### src/rtl/axis_frame_pkg.sv
// Shared types and defaults for the AXI-stream frame controller.
package axis_frame_pkg;

    localparam int unsigned DWID_DEF = 16;
    localparam int unsigned CWID_DEF = 16;

    typedef enum logic [1:0] {
        ST_IDLE     = 2'd0,
        ST_WAIT_SOF = 2'd1,
        ST_PASS     = 2'd2
    } state_e;

endpackage

### src/rtl/axis_reg_slice.sv
// One-entry registered output stage with valid/ready handshake.
module axis_reg_slice #(
    parameter int unsigned DWID = 16
) (
    input  logic            clk,
    input  logic            rst,
    input  logic            load_i,
    input  logic [DWID-1:0] tdata_i,
    input  logic            tuser_i,
    input  logic            tlast_i,
    input  logic            m_tready_i,
    output logic [DWID-1:0] m_tdata_o,
    output logic            m_tvalid_o,
    output logic            m_tuser_o,
    output logic            m_tlast_o,
    output logic            slot_c_o
);

    logic [DWID-1:0] tdata_q;
    logic            tvalid_q;
    logic            tuser_q;
    logic            tlast_q;

    // Load only happens when the slot is free, so a stalled beat is never overwritten.
    always_ff @(posedge clk) begin
        if (rst) begin
            tdata_q  <= '0;
            tvalid_q <= 1'b0;
            tuser_q  <= 1'b0;
            tlast_q  <= 1'b0;
        end else if (load_i) begin
            tdata_q  <= tdata_i;
            tvalid_q <= 1'b1;
            tuser_q  <= tuser_i;
            tlast_q  <= tlast_i;
        end else if (m_tready_i) begin
            tvalid_q <= 1'b0;
        end
    end

    assign slot_c_o   = !tvalid_q || m_tready_i;
    assign m_tdata_o  = tdata_q;
    assign m_tvalid_o = tvalid_q;
    assign m_tuser_o  = tuser_q;
    assign m_tlast_o  = tlast_q;

endmodule

### src/rtl/axis_frame_ctrl.sv
// Arms on command, locks to start-of-frame, forwards whole frames and
// checks line/frame geometry; drains the source whenever not forwarding.
module axis_frame_ctrl
    import axis_frame_pkg::*;
#(
    parameter int unsigned DWID = DWID_DEF,
    parameter int unsigned CWID = CWID_DEF
) (
    input  logic              axis_clk,
    input  logic              reset,
    input  logic              ctrl_enable,
    input  logic              ctrl_oneshot,
    input  logic [CWID-1:0]   cfg_hpix,
    input  logic [CWID-1:0]   cfg_vlines,
    input  logic [DWID-1:0]   s_axis_tdata,
    input  logic              s_axis_tvalid,
    output logic              s_axis_tready,
    input  logic              s_axis_tuser,
    input  logic              s_axis_tlast,
    output logic [DWID-1:0]   m_axis_tdata,
    output logic              m_axis_tvalid,
    input  logic              m_axis_tready,
    output logic              m_axis_tuser,
    output logic              m_axis_tlast,
    output logic [DWID/8-1:0] m_axis_tkeep,
    output logic              sts_busy,
    output logic              sts_frame_done,
    output logic              sts_err_line,
    output logic              sts_err_frame,
    output logic [CWID-1:0]   sts_frame_cnt
);

    state_e            state_q, state_d;
    logic [CWID-1:0]   pix_q, pix_d;
    logic [CWID-1:0]   line_q, line_d;
    logic [CWID-1:0]   hpix_q, hpix_d;
    logic [CWID-1:0]   vlines_q, vlines_d;
    logic [CWID-1:0]   cnt_q, cnt_d;
    logic              oneshot_q, oneshot_d;
    logic              done_q, done_d;
    logic              err_line_q, err_line_d;
    logic              err_frame_q, err_frame_d;

    logic              slot_c;
    logic              acc_c;
    logic              fwd_c;
    logic              early_sof_c;
    logic [CWID-1:0]   h_c, v_c, p_c, l_c;

    axis_reg_slice #(.DWID(DWID)) u_out (
        .clk        (axis_clk),
        .rst        (reset),
        .load_i     (fwd_c),
        .tdata_i    (s_axis_tdata),
        .tuser_i    (s_axis_tuser),
        .tlast_i    (s_axis_tlast),
        .m_tready_i (m_axis_tready),
        .m_tdata_o  (m_axis_tdata),
        .m_tvalid_o (m_axis_tvalid),
        .m_tuser_o  (m_axis_tuser),
        .m_tlast_o  (m_axis_tlast),
        .slot_c_o   (slot_c)
    );

    // State register
    always_ff @(posedge axis_clk) begin
        if (reset) begin
            state_q <= ST_IDLE;
        end else begin
            state_q <= state_d;
        end
    end

    // Counters, latched geometry and status
    always_ff @(posedge axis_clk) begin
        if (reset) begin
            pix_q       <= '0;
            line_q      <= '0;
            hpix_q      <= '0;
            vlines_q    <= '0;
            cnt_q       <= '0;
            oneshot_q   <= 1'b0;
            done_q      <= 1'b0;
            err_line_q  <= 1'b0;
            err_frame_q <= 1'b0;
        end else begin
            pix_q       <= pix_d;
            line_q      <= line_d;
            hpix_q      <= hpix_d;
            vlines_q    <= vlines_d;
            cnt_q       <= cnt_d;
            oneshot_q   <= oneshot_d;
            done_q      <= done_d;
            err_line_q  <= err_line_d;
            err_frame_q <= err_frame_d;
        end
    end

    // The SOF beat in WAIT_SOF is checked against live config and zeroed position.
    assign h_c = (state_q == ST_WAIT_SOF) ? cfg_hpix   : hpix_q;
    assign v_c = (state_q == ST_WAIT_SOF) ? cfg_vlines : vlines_q;
    assign p_c = (state_q == ST_WAIT_SOF) ? '0 : pix_q;
    assign l_c = (state_q == ST_WAIT_SOF) ? '0 : line_q;

    // Next-state and counter update
    always_comb begin
        state_d     = state_q;
        pix_d       = pix_q;
        line_d      = line_q;
        hpix_d      = hpix_q;
        vlines_d    = vlines_q;
        cnt_d       = cnt_q;
        oneshot_d   = oneshot_q;
        done_d      = 1'b0;
        err_line_d  = 1'b0;
        err_frame_d = 1'b0;

        if (state_q == ST_IDLE) begin
            if ((ctrl_enable || ctrl_oneshot) && (cfg_hpix != '0) && (cfg_vlines != '0)) begin
                state_d   = ST_WAIT_SOF;
                oneshot_d = ctrl_oneshot;
            end
        end else if (fwd_c) begin
            if (early_sof_c) begin
                err_frame_d = 1'b1;
                pix_d       = CWID'(1);
                line_d      = '0;
            end else begin
                if (state_q == ST_WAIT_SOF) begin
                    hpix_d   = cfg_hpix;
                    vlines_d = cfg_vlines;
                end
                state_d = ST_PASS;
                line_d  = l_c;
                pix_d   = p_c + CWID'(1);
                if ((s_axis_tlast && (p_c + CWID'(1) != h_c)) ||
                    (!s_axis_tlast && (state_q == ST_PASS) && (p_c + CWID'(1) == h_c))) begin
                    err_line_d = 1'b1;
                    if (ctrl_enable) begin
                        state_d = ST_WAIT_SOF;
                    end else begin
                        state_d   = ST_IDLE;
                        oneshot_d = 1'b0;
                    end
                end else if (s_axis_tlast && (l_c + CWID'(1) == v_c)) begin
                    done_d = 1'b1;
                    cnt_d  = cnt_q + CWID'(1);
                    if (!ctrl_enable || oneshot_q) begin
                        state_d   = ST_IDLE;
                        oneshot_d = 1'b0;
                    end else begin
                        state_d = ST_WAIT_SOF;
                    end
                end else if (s_axis_tlast) begin
                    line_d = l_c + CWID'(1);
                    pix_d  = '0;
                end
            end
        end
    end

    // Handshake and forwarding decode
    always_comb begin
        s_axis_tready = (state_q == ST_IDLE) ? 1'b1 : slot_c;
        acc_c         = s_axis_tvalid && s_axis_tready;
        fwd_c         = acc_c && ((state_q == ST_PASS) ||
                                  ((state_q == ST_WAIT_SOF) && s_axis_tuser));
        early_sof_c   = (state_q == ST_PASS) && s_axis_tuser;
    end

    assign m_axis_tkeep   = '1;
    assign sts_busy       = (state_q != ST_IDLE);
    assign sts_frame_done = done_q;
    assign sts_err_line   = err_line_q;
    assign sts_err_frame  = err_frame_q;
    assign sts_frame_cnt  = cnt_q;

endmodule

### config.mk
export PLATFORM = sky130hd
export DESIGN_NAME = axis_frame_ctrl
export DESIGN_NICKNAME = d
export VERILOG_FILES = /design/src/rtl/axis_frame_pkg.sv /design/src/rtl/axis_reg_slice.sv /design/src/rtl/axis_frame_ctrl.sv
export SDC_FILE = /design/constraint.sdc
export NUM_CORES = 1
export LEC_CHECK = 0
export ABC_AREA = 1
export CAP_MARGIN = 20
export CORE_MARGIN = 2
export CORE_UTILIZATION = 56
export DETAILED_ROUTE_END_ITERATION = 12
export PLACE_DENSITY_LB_ADDON = 0.05
export SLEW_MARGIN = 10
export SYNTH_ARGS = -nofsm -noshare
export SYNTH_HDL_FRONTEND = slang
export SYNTH_SLANG_ARGS = --single-unit
### constraint.sdc
create_clock -name axis_clk -period 3.6 [get_ports axis_clk]
set_input_delay 0.72 -clock axis_clk [delete_from_list [all_inputs] [get_ports axis_clk]]
set_output_delay 0.72 -clock axis_clk [all_outputs]
set_load 0.01 [all_outputs]
## Yosys cells after proc, flatten, opt, wreduce, memory -nomap -nowiden

Cells that the tools add are included.

- Register bits: 105
- Latch bits: 0
- RAM bits: 0
- Bits in read-only memories: 0
- Input bits: 56
- Output and inout port bits: 42
- Logic and storage cells: 97
- Memories kept: 0

- Add/sub/neg operators: 3
- Multipliers: 0
- Divide/modulo/power cells: 0
- $lt $le $gt $ge: 0
- Equality and inequality tests: 8
- Shift operators: 0
- Muxes and demuxes: 34
- Bitwise gates (word level): 4
- Reduce and logical (&&, ||, !) cells: 34

Operator list:

| kind | count |
|---|---|
| $mux W16 | 12 |
| $add A16 B1 Y16 const B | 3 |
| $eq A16 B16 Y1 | 2 |
| $reduce_bool A16 Y1 | 2 |
| $mux W1 | 16 |
| $ne A16 B16 Y1 | 1 |
| $mux W2 | 6 |
| $logic_and A1 B1 Y1 | 10 |
| $reduce_and A3 Y1 | 2 |
| $reduce_and A6 Y1 | 1 |
| $reduce_bool A2 Y1 | 3 |
| $reduce_bool A3 Y1 | 2 |
| $logic_or A1 B1 Y1 | 5 |
| $reduce_and A5 Y1 | 1 |
| $reduce_or A5 Y1 | 1 |
| $not A1 Y1 | 4 |
| $reduce_or A4 Y1 | 1 |
| $logic_not A1 Y1 | 3 |
| $ne A3 B2 Y1 const B | 1 |
| $reduce_or A3 Y1 | 1 |
| $eq A2 B1 Y1 const B | 1 |
| $eq A2 B2 Y1 const B | 1 |
| $logic_not A2 Y1 | 1 |
| $ne A2 B1 Y1 const B | 1 |
| 2 further kinds | 2 |

## Longest topological paths before layout

- Depth after elaboration: 10
- Depth in mapped cells: 24
- Gate-level depth less buffers: 23

## By module

A second synthesis with hierarchy kept.

- Cells, all modules: 1,123
- Area total of the unflattened synthesis: 6,837.8 um^2

Modules (own cells, without submodules):

| module | times used | cells an instance | area each (um^2) | seq. area each (um^2) |
|---|---|---|---|---|
| axis_frame_ctrl | 1 | 1,041 | 6,148.4 | 1,721.7 |
| axis_reg_slice | 1 | 82 | 689.4 | 380.4 |

## Least setup slack after synthesis

OpenSTA, ideal clock, no wires.

- Path type: flip-flop to flip-flop
- Start point: reg state_q[0]
- End point: reg cnt_q[15] (netlist: sts_frame_cnt[15])
- Library setup time: 0.135 ns
- Arrival: 2.641 ns
- Required time: 3.465 ns
- Slack: 0.824 ns
- Cell stages (with the launch flop): 19
- Path buffers: 2
- Clock period less this slack: 2.776 ns
- Cell sequence: dfxtp_1 inv_1 nor2_4 buf_2 nor2_1 ha_1 nand3_1 inv_1 nand2_1 xnor3_1 nor2_2 nand2_1 nor2_2 nand3_2 clkinv_2 nand3_4 buf_6 nand2_1 a21oi_1

- Longest elaborated chain between the ends: 8
- Elaborated cells on any way between the ends: 27
- Those cells by class: add/sub: 2; eq/ne: 5; mux: 5; bitwise: 3; reduce/logical: 12

RTL lines:

| what | RTL line | source |
|---|---|---|
| start, declared | axis_frame_ctrl.sv:33 | `state_e state_q, state_d;` |
| start signal, assigned | axis_frame_ctrl.sv:70 | `state_q <= state_d;` |
| $eq A2 B1 Y1 | - |  |
| $mux W16 | axis_frame_ctrl.sv:102 | `assign p_c = (state_q == ST_WAIT_SOF) ? '0 : pix_q;` |
| $add A16 B1 Y16 | axis_frame_ctrl.sv:136, axis_frame_ctrl.sv:137 |  |
| $ne A16 B16 Y1 or $eq A16 B16 Y1 (tied branches) | axis_frame_ctrl.sv:136, axis_frame_ctrl.sv:137 |  |
| $logic_and A1 B1 Y1, on equally long branches | axis_frame_ctrl.sv:136, axis_frame_ctrl.sv:137 |  |
| $logic_or A1 B1 Y1 | axis_frame_ctrl.sv:136 | `if ((s_axis_tlast && (p_c + CWID'(1) != h_c)) \|\|` |
| $not A1 Y1 (no line) | - |  |
| $reduce_and A5 Y1 (no line) * | - |  |
| end signal, assigned | axis_frame_ctrl.sv:91 | `cnt_q <= cnt_d;` |
| end, declared | axis_frame_ctrl.sv:38 | `logic [CWID-1:0] cnt_q, cnt_d;` |

Mark *: on every way between the ends. The rest lies on a longest branch, timed or not.
A chain may end at the register's enable or synchronous reset.

## Final worst setup path

- Start point: reg state_q[0]
- End point: reg line_q[13]

- Longest elaborated chain between the ends: 8
- Elaborated cells on any way between the ends: 29
- Those cells by class: add/sub: 2; eq/ne: 5; mux: 9; bitwise: 1; reduce/logical: 12

RTL lines:

| what | RTL line | source |
|---|---|---|
| $eq A2 B1 Y1 | - |  |
| $mux W16, on equally long branches | axis_frame_ctrl.sv:103, axis_frame_ctrl.sv:102 |  |
| $add A16 B1 Y16, on equally long branches | - |  |
| $eq A16 B16 Y1, or another cell as far along | axis_frame_ctrl.sv:145 | `end else if (s_axis_tlast && (l_c + CWID'(1) == v_c)) begin` |
| $logic_and A1 B1 Y1, on equally long branches | axis_frame_ctrl.sv:145, axis_frame_ctrl.sv:136, axis_frame_ctrl.sv:137 |  |
| $mux W16 or $logic_or A1 B1 Y1 (tied branches) | axis_frame_ctrl.sv:145, axis_frame_ctrl.sv:136 |  |
| $mux W16 | axis_frame_ctrl.sv:136 |  |
| $mux W16 | axis_frame_ctrl.sv:124 | `if (early_sof_c) begin` |
| end signal, assigned | axis_frame_ctrl.sv:88 | `line_q <= line_d;` |
| end, declared | axis_frame_ctrl.sv:35 | `logic [CWID-1:0] line_q, line_d;` |

Parallel ways exist; a longest one is shown, timed or not.

==> impl_metrics.tcl <==
set metrics [dict create \
    status "complete, no violations" \
    post-place-ws_ns 0.3893 \
    syn_inst 1172 \
    cp_max_fo 28 \
    place_inst 1407 \
    finalClockSkew_ns 0.004957 \
    via_per_inst 5.366 \
    setup-violations-final 0 \
    die_x_um 118.0 \
    cts_resized 0 \
    synth_compound_area_share_pct 13.61 \
    first_pass_iters 6 \
    syn_area_per_cell_um2 6.207 \
    cp-start-kind "flip-flop" \
    r2r_cells 19 \
    grt_pass1_wl_um 32970 \
    fillers 1236 \
    yosysWarnings 0 \
    initial_core_util_pct 57.41 \
    hp-start "u_out.m_tdata_o[8]$_SDFFE_PP0P_" \
    hold_buffers 0 \
    fmax_mhz 308.9 \
    boundaryPins 98 \
    gr-total-overflow 0 \
    muxShareOfSynthArea_pct 0 \
    post_cts_buffers 0 \
    clock_latency_ns 0.36 \
    dr.first_iter.drc_count 579 \
    crit_path_start "state_q[0]$_SDFFE_PP0P_" \
    multi_input_area_um2 4237 \
    die_area_um2 13920 \
    fin_crit_ns 3.238 \
    cts_max_level 3 \
    antenna_found_initial 0 \
    synth_fa_ha_area_share_pct 0.5160 \
    worstPathRequired_ns 3.82 \
    rows 41 \
    period_share_pct 89.93 \
    hold_path_depth 2 \
    synth_top_family_by_area "simple AND/OR/NAND/NOR gates" \
    cts_tree "built" \
    p_leak_nw 3.656 \
    r2r-start "state_q[0]$_SDFFE_PP0P_" \
    clk_path_buf_depth 2 \
    routed_wl_um 19670 \
    maxSlewViolCount 0 \
    io_buffers 95 \
    clock_sinks 105 \
    place.detailed.hpwl_um 13950 \
    wire_per_inst_um 13.83 \
    ir_worst_vdd_mv 0.3170 \
    core_um2 12670 \
    syn2layout_area_growth_pct 17.91 \
    tightest_slew_ns 0.8125 \
    worst-setup-path-type "flip-flop to flip-flop" \
    hold_violations 0 \
    drive_above_1_share_pct 8.640 \
    yosys.cell_types.count 41 \
    clk_pin_slew_ns 0.07 \
    synth_simple_gate_area_share_pct 41.06 \
    postRouteAntennaNets 0 \
    diodes 0 \
    fin_util_pct 67.69 \
    fin_nets 1305 \
    grt_usage_pct 28.44 \
    synth.cell_area_um2 7274 \
    ys_ff_latch 105 \
    rsz0062_at_grt "false" \
    cts_root_buffer "clkbuf_16" \
    grt_max_degree 72 \
    drc 0 \
    cp.arrival_ns 3.45 \
    min_path_type "flip-flop to flip-flop" \
    die_y_um 118.0 \
    relSlewSlack_pct 45.33 \
    end_kind "flip-flop" \
    final_cells 1422 \
    ff_latch_area_um2 2102 \
    fin_ws_ns 0.3625 \
    synth_seq_area_share_pct 28.90 \
    finalSetupTns_ns 0 \
    synth_xor_area_share_pct 2.786 \
    grt_pass1_vias 6972 \
    cts-buffers-inserted 9 \
    drv_cap 0 \
    gp_congestion 0.9689 \
    powerDensity_nw_per_um2 570.0 \
    dr_total_vias 7631 \
]
==> critical path: stages (launching register included) <==
cell and delay, ns:
dfxtp_1 0.40, inv_1 0.12, nor2_4 0.35, nor2_1 0.11, ha_1 0.29, nand3_4 0.13, nor2_4 0.07, nand3b_1 0.12
nand2_1 0.07, nand2_1 0.11, and2_1 0.16, nand2_1 0.05, nor2_1 0.12, nand3_2 0.11, nor3_4 0.27, nand2_4 0.28
nand2_1 0.13, nand2_1 0.06, nand2_1 0.06, a21oi_1 0.06
==> final timing paths <==
kind                                endpoint  slack, ns
max                  line_q[13]$_SDFFE_PP0P_       0.36
min          u_out.m_tdata_o[8]$_SDFFE_PP0P_       0.44
max reg2reg          line_q[13]$_SDFFE_PP0P_       0.36
min reg2reg  u_out.m_tdata_o[8]$_SDFFE_PP0P_       0.44
==> power by group <==
group          total (mW)  leakage, nW  switching (mW)  internal, mW
clock                1.01        0.142           0.449         0.557
combinational        2.44         2.66            1.60         0.843
sequential           1.44        0.852          0.0857          1.36
==> cells by family (layout without fill, tap and decap cells) <==
family	after synthesis	count (layout)
xor+xnor	20	20
compound gates	193	193
flops	105	105
fa+ha+maj	3	3
simple gates	631	631
other cells	1	2
buf+inv	219	296
==> cells in the final DEF, fill, tap and decap left out, drive strengths merged, types with 2 or more instances in the layout <==
| master | netlist | final |
|---|---|---|
| dfxtp | 105 | 105 |
| nand4 | 48 | 48 |
| a21oi | 104 | 104 |
| nor3b | 2 | 2 |
| nor2 | 101 | 101 |
| clkdlybuf4s50 | 0 | 94 |
| ha | 3 | 3 |
| xor2 | 13 | 13 |
| nand2 | 332 | 332 |
| inv | 163 | 164 |
| xnor3 | 2 | 2 |
| nor3 | 9 | 9 |
| nand3b | 5 | 5 |
| clkinv | 4 | 5 |
| clkbuf | 26 | 11 |
| o21ai | 87 | 87 |
| buf | 26 | 20 |
| xnor2 | 5 | 5 |
| nor4 | 13 | 13 |
| or2 | 4 | 4 |
| conb | 1 | 2 |
| nand3 | 116 | 116 |
==> cell usage after synthesis, drive strengths merged <==
master | instances | area share [%]
or2 | 4 | 0.34
nand3b | 5 | 0.52
a21oi | 104 | 7.4
o211ai | 1 | 0.10
o21ai | 87 | 6.0
ha | 3 | 0.52
xor2 | 13 | 1.6
nor3b | 2 | 0.21
nor4 | 13 | 1.1
clkbuf | 26 | 1.3
nand2 | 332 | 18
nor2 | 101 | 6.2
nor3 | 9 | 0.93
o21bai | 1 | 0.10
and2 | 1 | 0.086
clkinv | 4 | 0.22
dfxtp | 105 | 29
nand4 | 48 | 4.3
xnor2 | 5 | 0.60
inv | 163 | 8.4
buf | 26 | 3.1
conb | 1 | 0.052
xnor3 | 2 | 0.62
nand3 | 116 | 9.5
==> per-stage QoR <==
step	power [mW]	hold slack [ns]	instance area, um^2
detailed placement	3.867	0.4352	8283
global placement	3.846	0.4297	8283
finish	4.889	0.4424	8577
global route	5.288	0.4623	8577
CTS	4.881	0.4451	8577
floorplan	3.266	0.4267	7278
==> per-layer routing <==
metal  track usage, %  share of wire, %  routed length, um  vias to the layer above
li1                 -                 -                  -                     3928
met1            39.50                47               9318                     3409
met2            44.48                43               8394                      268
met3            5.717               8.4               1653                       26
met4            8.735               1.5                302                        0
met5                0                 0                  0                        -
==> state kept, by name, indices dropped and copies added (netlist names) <==
register	flops
sts_frame_done	1
u_out.m_tuser_o	1
hpix_q	16
u_out.m_tlast_o	1
u_out.m_tdata_o	16
sts_err_frame	1
vlines_q	16
oneshot_q	1
pix_q	16
sts_frame_cnt	16
sts_err_line	1
u_out.m_tvalid_o	1
state_q	2
line_q	16
==> area by class of cell <==
class	count	area share, %
clock buffer	11	2.830
multi-input combinational	849	49.39
clock inverter	4	0.5981
inverter	167	7.323
tap	172	2.509
sequential	105	24.51
timing repair buffer	114	12.84
No activity file was read; power rests on OpenSTA's default activity.
